### src/rtl/game_event_handler_if.sv
// Collision/frame inputs and game-state outputs of the event handler.
// master = game controller side, slave = the event handler.
interface game_event_handler_if;
    logic        startOfFrame;
    logic        startGame;
    logic        coinCollision;
    logic        ghostCollision;
    logic        wallHitPulse;
    logic [2:0]  gameState;
    logic [1:0]  lives;
    logic [7:0]  coinsLeft;
    logic [15:0] score;
    logic        coinEatPulse;
    logic        deathPulse;
    logic [7:0]  wallBumpCount;
    logic        pacmanFreeze;

    modport master (
        output startOfFrame, startGame, coinCollision, ghostCollision, wallHitPulse,
        input  gameState, lives, coinsLeft, score, coinEatPulse, deathPulse,
               wallBumpCount, pacmanFreeze
    );

    modport slave (
        input  startOfFrame, startGame, coinCollision, ghostCollision, wallHitPulse,
        output gameState, lives, coinsLeft, score, coinEatPulse, deathPulse,
               wallBumpCount, pacmanFreeze
    );
endinterface

### src/rtl/game_event_handler.sv
// Game event handler: folds per-pixel collision levels into at most one
// committed event per frame and keeps the game-level state (FSM, lives,
// coins, BCD score, wall bump count). Every output comes from a flop.
module game_event_handler #(
    parameter int unsigned INIT_LIVES      = 3,
    parameter int unsigned TOTAL_COINS     = 64,
    parameter logic [15:0] COIN_POINTS_BCD = 16'h0010,
    parameter int unsigned DEATH_FRAMES    = 60
) (
    input logic                 clk,
    input logic                 resetN,
    game_event_handler_if.slave bus
);

    typedef enum logic [2:0] {
        S_IDLE  = 3'd0,
        S_PLAY  = 3'd1,
        S_DEATH = 3'd2,
        S_WIN   = 3'd3,
        S_OVER  = 3'd4
    } state_e;

    state_e      state_q;
    logic [1:0]  lives_q;
    logic [7:0]  coins_q;
    logic [15:0] score_q;
    logic [15:0] score_d;
    logic        coin_pulse_q;
    logic        death_pulse_q;
    logic [7:0]  wall_q;
    logic        freeze_q;
    logic        coin_seen_q;
    logic        ghost_seen_q;
    logic [7:0]  frame_cnt_q;

    // Packed BCD add with per-digit carry; a carry out of the top digit
    // pins the score at 9999 instead of wrapping.
    function automatic logic [15:0] bcd_add_sat(input logic [15:0] a, input logic [15:0] b);
        logic [15:0] r;
        logic [4:0]  d;
        logic        c;
        r = 16'h0000;
        c = 1'b0;
        for (int i = 0; i < 4; i++) begin
            d = {1'b0, a[4*i +: 4]} + {1'b0, b[4*i +: 4]} + {4'b0000, c};
            if (d > 5'd9) begin
                d = d + 5'd6;
                c = 1'b1;
            end else begin
                c = 1'b0;
            end
            r[4*i +: 4] = d[3:0];
        end
        return c ? 16'h9999 : r;
    endfunction

    // Score value a coin commit would load.
    always_comb begin
        score_d = bcd_add_sat(score_q, COIN_POINTS_BCD);
    end

    // Game FSM, frame latches, counters and registered pulses.
    always_ff @(posedge clk or negedge resetN) begin
        if (!resetN) begin
            state_q       <= S_IDLE;
            lives_q       <= 2'd0;
            coins_q       <= 8'd0;
            score_q       <= 16'h0000;
            coin_pulse_q  <= 1'b0;
            death_pulse_q <= 1'b0;
            wall_q        <= 8'd0;
            freeze_q      <= 1'b1;
            coin_seen_q   <= 1'b0;
            ghost_seen_q  <= 1'b0;
            frame_cnt_q   <= 8'd0;
        end else begin
            coin_pulse_q  <= 1'b0;
            death_pulse_q <= 1'b0;
            case (state_q)
                S_IDLE, S_WIN, S_OVER: begin
                    coin_seen_q  <= 1'b0;
                    ghost_seen_q <= 1'b0;
                    if (bus.startGame) begin
                        state_q  <= S_PLAY;
                        freeze_q <= 1'b0;
                        lives_q  <= INIT_LIVES[1:0];
                        coins_q  <= TOTAL_COINS[7:0];
                        score_q  <= 16'h0000;
                        wall_q   <= 8'd0;
                    end
                end
                S_PLAY: begin
                    if (bus.wallHitPulse) wall_q <= wall_q + 8'd1;
                    if (bus.startOfFrame) begin
                        // Commit last frame; a collision on this cycle seeds the new frame.
                        coin_seen_q  <= bus.coinCollision;
                        ghost_seen_q <= bus.ghostCollision;
                        if (ghost_seen_q) begin
                            // Ghost wins: any coin seen in the same frame is dropped.
                            lives_q       <= lives_q - 2'd1;
                            death_pulse_q <= 1'b1;
                            frame_cnt_q   <= DEATH_FRAMES[7:0];
                            state_q       <= S_DEATH;
                            freeze_q      <= 1'b1;
                            wall_q        <= 8'd0;
                            coin_seen_q   <= 1'b0;
                            ghost_seen_q  <= 1'b0;
                        end else if (coin_seen_q && coins_q != 8'd0) begin
                            coins_q      <= coins_q - 8'd1;
                            coin_pulse_q <= 1'b1;
                            score_q      <= score_d;
                            if (coins_q == 8'd1) begin
                                state_q      <= S_WIN;
                                freeze_q     <= 1'b1;
                                coin_seen_q  <= 1'b0;
                                ghost_seen_q <= 1'b0;
                            end
                        end
                    end else begin
                        coin_seen_q  <= coin_seen_q  | bus.coinCollision;
                        ghost_seen_q <= ghost_seen_q | bus.ghostCollision;
                    end
                end
                S_DEATH: begin
                    coin_seen_q  <= 1'b0;
                    ghost_seen_q <= 1'b0;
                    if (bus.startOfFrame) begin
                        // Leave on the frame that exhausts the counter, so DEATH
                        // lasts exactly DEATH_FRAMES frames.
                        if (frame_cnt_q <= 8'd1) begin
                            frame_cnt_q <= 8'd0;
                            if (lives_q == 2'd0) begin
                                state_q  <= S_OVER;
                                freeze_q <= 1'b1;
                            end else begin
                                state_q  <= S_PLAY;
                                freeze_q <= 1'b0;
                            end
                        end else begin
                            frame_cnt_q <= frame_cnt_q - 8'd1;
                        end
                    end
                end
                default: begin
                    state_q      <= S_IDLE;
                    freeze_q     <= 1'b1;
                    coin_seen_q  <= 1'b0;
                    ghost_seen_q <= 1'b0;
                end
            endcase
        end
    end

    assign bus.gameState     = state_q;
    assign bus.lives         = lives_q;
    assign bus.coinsLeft     = coins_q;
    assign bus.score         = score_q;
    assign bus.coinEatPulse  = coin_pulse_q;
    assign bus.deathPulse    = death_pulse_q;
    assign bus.wallBumpCount = wall_q;
    assign bus.pacmanFreeze  = freeze_q;

endmodule
### src/flat_wrapper.sv
// flat-port wrapper written by rule: the top's interface ports become plain ports
module game_event_handler_flat 
#(
    parameter int unsigned INIT_LIVES      = 3,
    parameter int unsigned TOTAL_COINS     = 64,
    parameter logic [15:0] COIN_POINTS_BCD = 16'h0010,
    parameter int unsigned DEATH_FRAMES    = 60
)
  (clk, resetN, bus_startOfFrame, bus_startGame, bus_coinCollision, bus_ghostCollision, bus_wallHitPulse, bus_gameState, bus_lives, bus_coinsLeft, bus_score, bus_coinEatPulse, bus_deathPulse, bus_wallBumpCount, bus_pacmanFreeze);
  game_event_handler_if bus_i ();
  input logic clk;
  input logic resetN;
  input wire logic [$bits(bus_i.startOfFrame)-1:0] bus_startOfFrame;
  input wire logic [$bits(bus_i.startGame)-1:0] bus_startGame;
  input wire logic [$bits(bus_i.coinCollision)-1:0] bus_coinCollision;
  input wire logic [$bits(bus_i.ghostCollision)-1:0] bus_ghostCollision;
  input wire logic [$bits(bus_i.wallHitPulse)-1:0] bus_wallHitPulse;
  output wire logic [$bits(bus_i.gameState)-1:0] bus_gameState;
  output wire logic [$bits(bus_i.lives)-1:0] bus_lives;
  output wire logic [$bits(bus_i.coinsLeft)-1:0] bus_coinsLeft;
  output wire logic [$bits(bus_i.score)-1:0] bus_score;
  output wire logic [$bits(bus_i.coinEatPulse)-1:0] bus_coinEatPulse;
  output wire logic [$bits(bus_i.deathPulse)-1:0] bus_deathPulse;
  output wire logic [$bits(bus_i.wallBumpCount)-1:0] bus_wallBumpCount;
  output wire logic [$bits(bus_i.pacmanFreeze)-1:0] bus_pacmanFreeze;
  assign bus_i.startOfFrame = bus_startOfFrame;
  assign bus_i.startGame = bus_startGame;
  assign bus_i.coinCollision = bus_coinCollision;
  assign bus_i.ghostCollision = bus_ghostCollision;
  assign bus_i.wallHitPulse = bus_wallHitPulse;
  assign bus_gameState = bus_i.gameState;
  assign bus_lives = bus_i.lives;
  assign bus_coinsLeft = bus_i.coinsLeft;
  assign bus_score = bus_i.score;
  assign bus_coinEatPulse = bus_i.coinEatPulse;
  assign bus_deathPulse = bus_i.deathPulse;
  assign bus_wallBumpCount = bus_i.wallBumpCount;
  assign bus_pacmanFreeze = bus_i.pacmanFreeze;
  game_event_handler #(.INIT_LIVES(INIT_LIVES), .TOTAL_COINS(TOTAL_COINS), .COIN_POINTS_BCD(COIN_POINTS_BCD), .DEATH_FRAMES(DEATH_FRAMES)) u_core (.clk(clk), .resetN(resetN), .bus(bus_i));
endmodule
### config.mk
export PLATFORM = sky130hd
export DESIGN_NAME = game_event_handler_flat
export DESIGN_NICKNAME = d
export VERILOG_FILES = /design/src/rtl/game_event_handler_if.sv /design/src/rtl/game_event_handler.sv /design/src/flat_wrapper.sv
export SDC_FILE = /design/constraint.sdc
export NUM_CORES = 1
export LEC_CHECK = 0
export ABC_AREA = 1
export CORE_ASPECT_RATIO = 0.9
export CORE_MARGIN = 2
export CORE_UTILIZATION = 35
export DETAILED_ROUTE_END_ITERATION = 16
export MAX_ROUTING_LAYER = met4
export PLACE_DENSITY_LB_ADDON = 0.08
export SYNTH_ARGS = -nofsm -noshare
export SYNTH_HDL_FRONTEND = slang
export SYNTH_SLANG_ARGS = --single-unit
### constraint.sdc
create_clock -name clk -period 9.1 [get_ports clk]
set_input_delay 1.82 -clock clk [delete_from_list [all_inputs] [get_ports clk]]
set_output_delay 1.82 -clock clk [all_outputs]
set_load 0.02 [all_outputs]
# [Word level (Yosys, flattened, before mapping)]
# Index checks and enable logic that the tools add are counted.
# Widths: inputs -> output; s select.
[classes] bitwise_logic=2 mux=68 n_reduce_logical=13 order_cmp=5 addsub=12 eq_ne=15
[op_table] op="$mux 8" n=12
[op_table] op="$mux 16" n=5
[op_table] op="$pmux 8 s2" n=3
[op_table] op="$pmux 16 s2" n=1
[op_table] op="$mux 1" n=29
[op_table] op="$mux 3" n=8
[op_table] op="$add 4x3->4 const B" n=4
[op_table] op="$mux 4" n=4
[op_table] op="$sub 8x1->8 const B" n=2
[op_table] op="$gt 5x4->1 const B" n=3
[op_table] op="$reduce_and 6->1" n=2
[op_table] op="$add 4x1->5" n=2
[op_table] op="$ne 3x1->1 const B" n=3
[op_table] op="$pmux 3 s3" n=1
[op_table] op="$add 8x1->8 const B" n=1
[op_table] op="$eq 8x1->1 const B" n=1
[op_table] op="$le 8x1->1 const B" n=1
[op_table] op="$ne 2x2->1 const B" n=4
[op_table] op="$reduce_and 4->1" n=2
[op_table] op="$reduce_bool 8->1" n=1
[op_table] op="$eq 3x2->1 const B" n=2
[op_table] op="$mux 2" n=3
[op_table] op="$ne 2x1->1 const B" n=3
[op_table] op="$add 4x1->5 const B" n=1
[op_table] op="15 further kinds" n=17
[totals] regBits=50 output_inout_bits=40

# [Logic depth before layout (Yosys ltp)]
[depth] depth_word=16 ltp_mapped=25 depth_no_buf=25

# [Worst setup path before layout]
# No wires, ideal clock.
[synth_timing] path_type="reg2reg" from="reg u_core.score_q[2] (netlist: u_core.bus.score[2])" to="reg u_core.score_q[14] (netlist: u_core.bus.score[14])" t_arrival_ps=3715 path_slack_ps=5312 synth_period_minus_slack_ps=3788 setup_time_ps=74 stages_incl_launch_ff=24 path_cell_list="dfrtp_1 > o21ai_0 > ha_1 > inv_1 > ha_1 > xnor2_1 > nand2_1 > nand2_1 > nand2_1 > ha_1 > ha_1 > xnor2_1 > nand2_1 > nand2_1 > nand2_1 > ha_1 > ha_1 > xnor2_1 > nand2_1 > nand2_1 > inv_2 > nor2_8 > inv_2 > o21ai_2"
[synth_via] elab_chain_cells=16 word_cells_on_any_way=18
[synth_rtl] element="start: declaration" line="game_event_handler.sv:26" rtl="logic [15:0] score_q;"
[synth_rtl] element="start signal: assignment" line="game_event_handler.sv:111" rtl="score_q <= score_d;"
[synth_rtl] element="$gt 4x4->1 *" line="game_event_handler.sv:46" rtl="if (d > 5'd9) begin"
[synth_rtl] element="$mux 1 *" line="game_event_handler.sv:46"
[synth_rtl] element="$add 5x1->5 *" line="game_event_handler.sv:45" rtl="d = {1'b0, a[4*i +: 4]} + {1'b0, b[4*i +: 4]} + {4'b0000, c};"
[synth_rtl] element="$gt 5x4->1 *" line="game_event_handler.sv:46"
[synth_rtl] element="$mux 1 *" line="game_event_handler.sv:46"
[synth_rtl] element="$add 4x1->5 *" line="game_event_handler.sv:45"
[synth_rtl] element="$gt 5x4->1 *" line="game_event_handler.sv:46"
[synth_rtl] element="$mux 1 *" line="game_event_handler.sv:46"
[synth_rtl] element="$add 4x1->5 *" line="game_event_handler.sv:45"
[synth_rtl] element="$add 4x3->4 / $gt 5x4->1 (equally long branches)" line="game_event_handler.sv:47, game_event_handler.sv:46"
[synth_rtl] element="$mux 4 / $mux 1 (equally long branches)" line="game_event_handler.sv:46"
[synth_rtl] element="$mux 16 *" line="game_event_handler.sv:54" rtl="return c ? 16'h9999 : r;"
[synth_rtl] element="$mux 16 *" line="game_event_handler.sv:108" rtl="end else if (coin_seen_q && coins_q != 8'd0) begin"
[synth_rtl] element="$mux 16 *" line="game_event_handler.sv:98" rtl="if (ghost_seen_q) begin"
[synth_rtl] element="$mux 16 *" line="game_event_handler.sv:94" rtl="if (bus.startOfFrame) begin"
[synth_rtl] element="$pmux 16 s2 *" line="game_event_handler.sv:79" rtl="case (state_q)"
# Mark *: on every way between the ends. The rest lies on a longest branch, timed or not. The select of a mux whose other input is x is not followed.
# A chain may end at the register's enable or synchronous reset.

# [Worst setup path in the final report]
[layout_timing] from="reg u_core.score_q[2] (netlist: u_core.bus.score[2])" to="reg u_core.score_q[1] (netlist: u_core.bus.score[1])"
[layout_via] elab_chain_cells=16 word_cells_on_any_way=18
[layout_rtl] element="$gt 4x4->1 *" line="game_event_handler.sv:46"
[layout_rtl] element="$mux 1" line="game_event_handler.sv:46"
[layout_rtl] element="$add 5x1->5" line="game_event_handler.sv:45"
[layout_rtl] element="$gt 5x4->1" line="game_event_handler.sv:46"
[layout_rtl] element="$mux 1" line="game_event_handler.sv:46"
[layout_rtl] element="$add 4x1->5" line="game_event_handler.sv:45"
[layout_rtl] element="$gt 5x4->1" line="game_event_handler.sv:46"
[layout_rtl] element="$mux 1" line="game_event_handler.sv:46"
[layout_rtl] element="$add 4x1->5" line="game_event_handler.sv:45"
[layout_rtl] element="$gt 5x4->1" line="game_event_handler.sv:46"
[layout_rtl] element="$mux 1" line="game_event_handler.sv:46"
[layout_rtl] element="$mux 16" line="game_event_handler.sv:54"
[layout_rtl] element="$mux 16" line="game_event_handler.sv:108"
[layout_rtl] element="$mux 16" line="game_event_handler.sv:98"
[layout_rtl] element="$mux 16" line="game_event_handler.sv:94"
[layout_rtl] element="$pmux 16 s2" line="game_event_handler.sv:79"
# Marked as above.

==> qor.txt <==
Min Hold Slack -> 0.467 ns
clk_lat worst skew -> 0.30 ns
Setup TNS -> 0 ns
status -> complete, no violations
DRT Pass-1 Iters -> 4
first-pass GRT wire length -> 11400 um
Final Net Count -> 462
post_cts resized -> 0
slowest CP cell -> dfrtp_1
io pins -> 47
cells taking the most area after synthesis -> dfrtp_1 (40%), nand2_1 (14%), ha_1 (6.5%)
synth unique cells -> 36
CP arrival -> 4.44 ns
CTS tree -> yes
register area -> 1250 um^2
GPL Wtd Cong -> 0.829
Post-CTS Hold Buffers -> 0
Post-DRT Antenna Nets -> 0
Clock Tree Buf Depth -> 2
worst hold path type -> reg -> reg
max_slew headroom -> 55.0%
Final Slew Violations -> 0
pre-CTS WS -> 4.91 ns
Synth Flop Type -> dfrtp_1
post-synthesis instance total -> 389
Via-to-Cell Ratio -> 4.63
final worst-path cycle share -> 46.2%
ANT cells -> 0
DRC Markers -> 0
hpwl dp -> 5020 um
largest stage delay on the critical path -> 0.41 ns
Synthesized Nets -> 412
Die Y-Extent -> 93.0 um
vias in the first global route -> 2416
die area -> 9570 um^2
crit path cell chain -> o21ai_0 > ha_1 > inv_1 > ha_1 > xnor2_1 > nand2_1 > nand2_1 > nand2_1 > ha_1 > ha_1 > xnor2_1 > nand2_1 > nand2_1 > nand2_1 > ha_1 > ha_1 > xnor2_1 > nand2_1 > nand2_1 > inv_2 > nor2_8 > nand3b_1 > nand2_1
global route overflow -> 0
Cell Area, Synth -> 3080 um^2
sequential area share after synthesis -> 40.6%
Core Region -> 8570 um^2
clock sink count -> 50
multi-input logic area -> 1610 um^2
Clock transition at path regs -> 0.09 ns
Max rail drop VDD -> 0.151 mV
Die X -> 103 um
Worst path most repeated cell -> nand2_1
synthesized flop and latch total -> 50
post-synthesis mux area share -> 0%
Max FO, Critical Path -> 8
Power Density -> 285 nW/um^2
Post-synth EDFFs -> 0
Synth Area in Adders -> 6.50%
top-count cell post-synth -> nand2_1
initial antenna violation count -> 0
TritonCTS Buffers -> 5
final worst slack -> 4.90 ns
Req. time, crit path -> 9.34 ns
Hold Fails Final Rpt -> 0
minimum clock period -> 4.20 ns
Initial Utilization -> 36.0%
Yosys top cell area share -> 39.8%
post-synthesis compound-gate area fraction -> 8.65%
Critical Path Source Type -> register
DR vias -> 2589
PortBufs -> 46
largest net degree at the start of global routing -> 51
H-tree level count -> 2
Total GRT Usage -> 15.4%
number of post-CTS setup repair buffers -> 0
Post-Synth Simple-Gate Area -> 31.7%
Synth Area per Inst -> 7.92 um^2
main combinational cell family by area after synthesis -> simple AND/OR/NAND/NOR gates
fmax -> 238 MHz
Area Growth Syn to Fin -> 21.2%
Synth Warn # -> 0
RSZ-0062 raised after global routing -> no
Avg WL per Cell -> 12.3 um
crit path capture type -> register
CP Class -> reg -> reg
clk_skew -> 0.00950 ns
fillers -> 902
Final setup viols -> 0
# rows -> 32
most frequent cells after synthesis -> nand2_1 (113), dfrtp_1 (49), inv_1 (36)
root buf cell -> clkbuf_8
Worst Tran Pin Value -> 0.675 ns
initial DRC count -> 84
Static Leak -> 1.83 nW
r2r setup slk -> 4.90 ns
leading area contributor after synthesis -> dfrtp_1
total wire length -> 6870 um
Post-synth ARST share -> 100%
max cap viols -> 0
share of cells above drive strength 1 -> 9.77%
post-synthesis xor/xnor area fraction -> 5.40%
-- flip-flops by register name (all words and copies together) (netlist names) --
name	count
u_core.bus.wallBumpCount	8
u_core.bus.coinEatPulse	1
u_core.bus.deathPulse	1
u_core.bus.gameState	3
u_core.coin_seen_q	1
u_core.bus.coinsLeft	8
u_core.frame_cnt_q	8
u_core.bus.pacmanFreeze	1
u_core.ghost_seen_q	1
u_core.bus.score	16
u_core.bus.lives	2
-- critical path, delay by kind of cell (launching register included) --
family,cells,cell delay [ns]
AND/OR/NAND/NOR,11,1.24
buffers and inverters,2,0.17
AO/OA/AOI/OAI,1,0.35
flip-flops,1,0.41
XOR/XNOR,3,0.72
adder cells (fa/ha/maj),6,1.25
-- stage by stage --
stage               cell area, um^2  total power, mW  util, %  instances
global route                   3740             1.16     43.6        559
finish                         3740             1.06     43.6        559
floorplan                      3080            0.786        -        389
detailed placement             3650            0.939     42.6        551
CTS                            3740             1.08     43.6        559
global placement               3650            0.939     42.6        551
-- final cells by class --
| type | count | area share, % |
|---|---|---|
| inverters | 45 | 4.62 |
| multi-input cells | 290 | 43.1 |
| well taps | 119 | 3.99 |
| clock buffers | 8 | 2.41 |
| flip-flops and latches | 50 | 33.5 |
| repair buffers | 47 | 12.4 |
-- cells by family after synthesis --
logic type	after synthesis
buffers and inverters	49
and+or+nand+nor	212
xor gates and xnor gates	19
DFF	50
AOI/OAI and AO/OA	43
adders and majority gates	16
-- cells in the final DEF, fill, tap and decap left out, drive strengths merged, types with 3 or more instances in the layout --
cell	netlist	layout
xnor2	6	6
nor3	6	6
dfrtp	49	49
inv	44	44
clkbuf	0	8
a21oi	6	6
nand3	35	35
o22ai	5	5
clkdlybuf4s50	0	45
ha	16	16
nand2	123	123
xor2	13	13
nand3b	3	3
o32ai	3	3
o21ai	25	25
nor2	43	43
-- worst paths after layout --
| kind | endpoint | cells after the start | from |
|---|---|---|---|
| setup / recovery | u_core.bus.score[1] | 23 | u_core.bus.score[2] |
| hold / removal | u_core.bus.pacmanFreeze | 2 | u_core.bus.pacmanFreeze |
| setup reg to reg | u_core.bus.score[1] | 23 | u_core.bus.score[2] |
| hold reg to reg | u_core.bus.pacmanFreeze | 2 | u_core.bus.pacmanFreeze |
| max in group asynchronous | u_core.bus.coinsLeft[7] | 2 | resetN |
| min in group asynchronous | u_core.frame_cnt_q[6] | 2 | resetN |
-- routing by layer --
| metal | part of all wire [%] | GRT usage, % | up-vias |
|---|---|---|---|
| met4 | 1.1 | 3.73 | 0 |
| met2 | 46 | 23.4 | 31 |
| met3 | 1.8 | 2.47 | 6 |
| met1 | 51 | 21.5 | 1200 |
| met5 | 0 | - | - |
| li1 | - | - | 1352 |
-- power by group --
| group | leakage [nW] | total, mW | switching, mW | internal (mW) |
|---|---|---|---|---|
| clock | 0.0455 | 0.135 | 0.0730 | 0.0623 |
| combinational | 1.13 | 0.595 | 0.379 | 0.216 |
| sequential | 0.655 | 0.334 | 0.0554 | 0.279 |
| total | 1.83 | 1.06 | 0.508 | 0.557 |
Note: power is estimated with default switching activity, not from simulation.
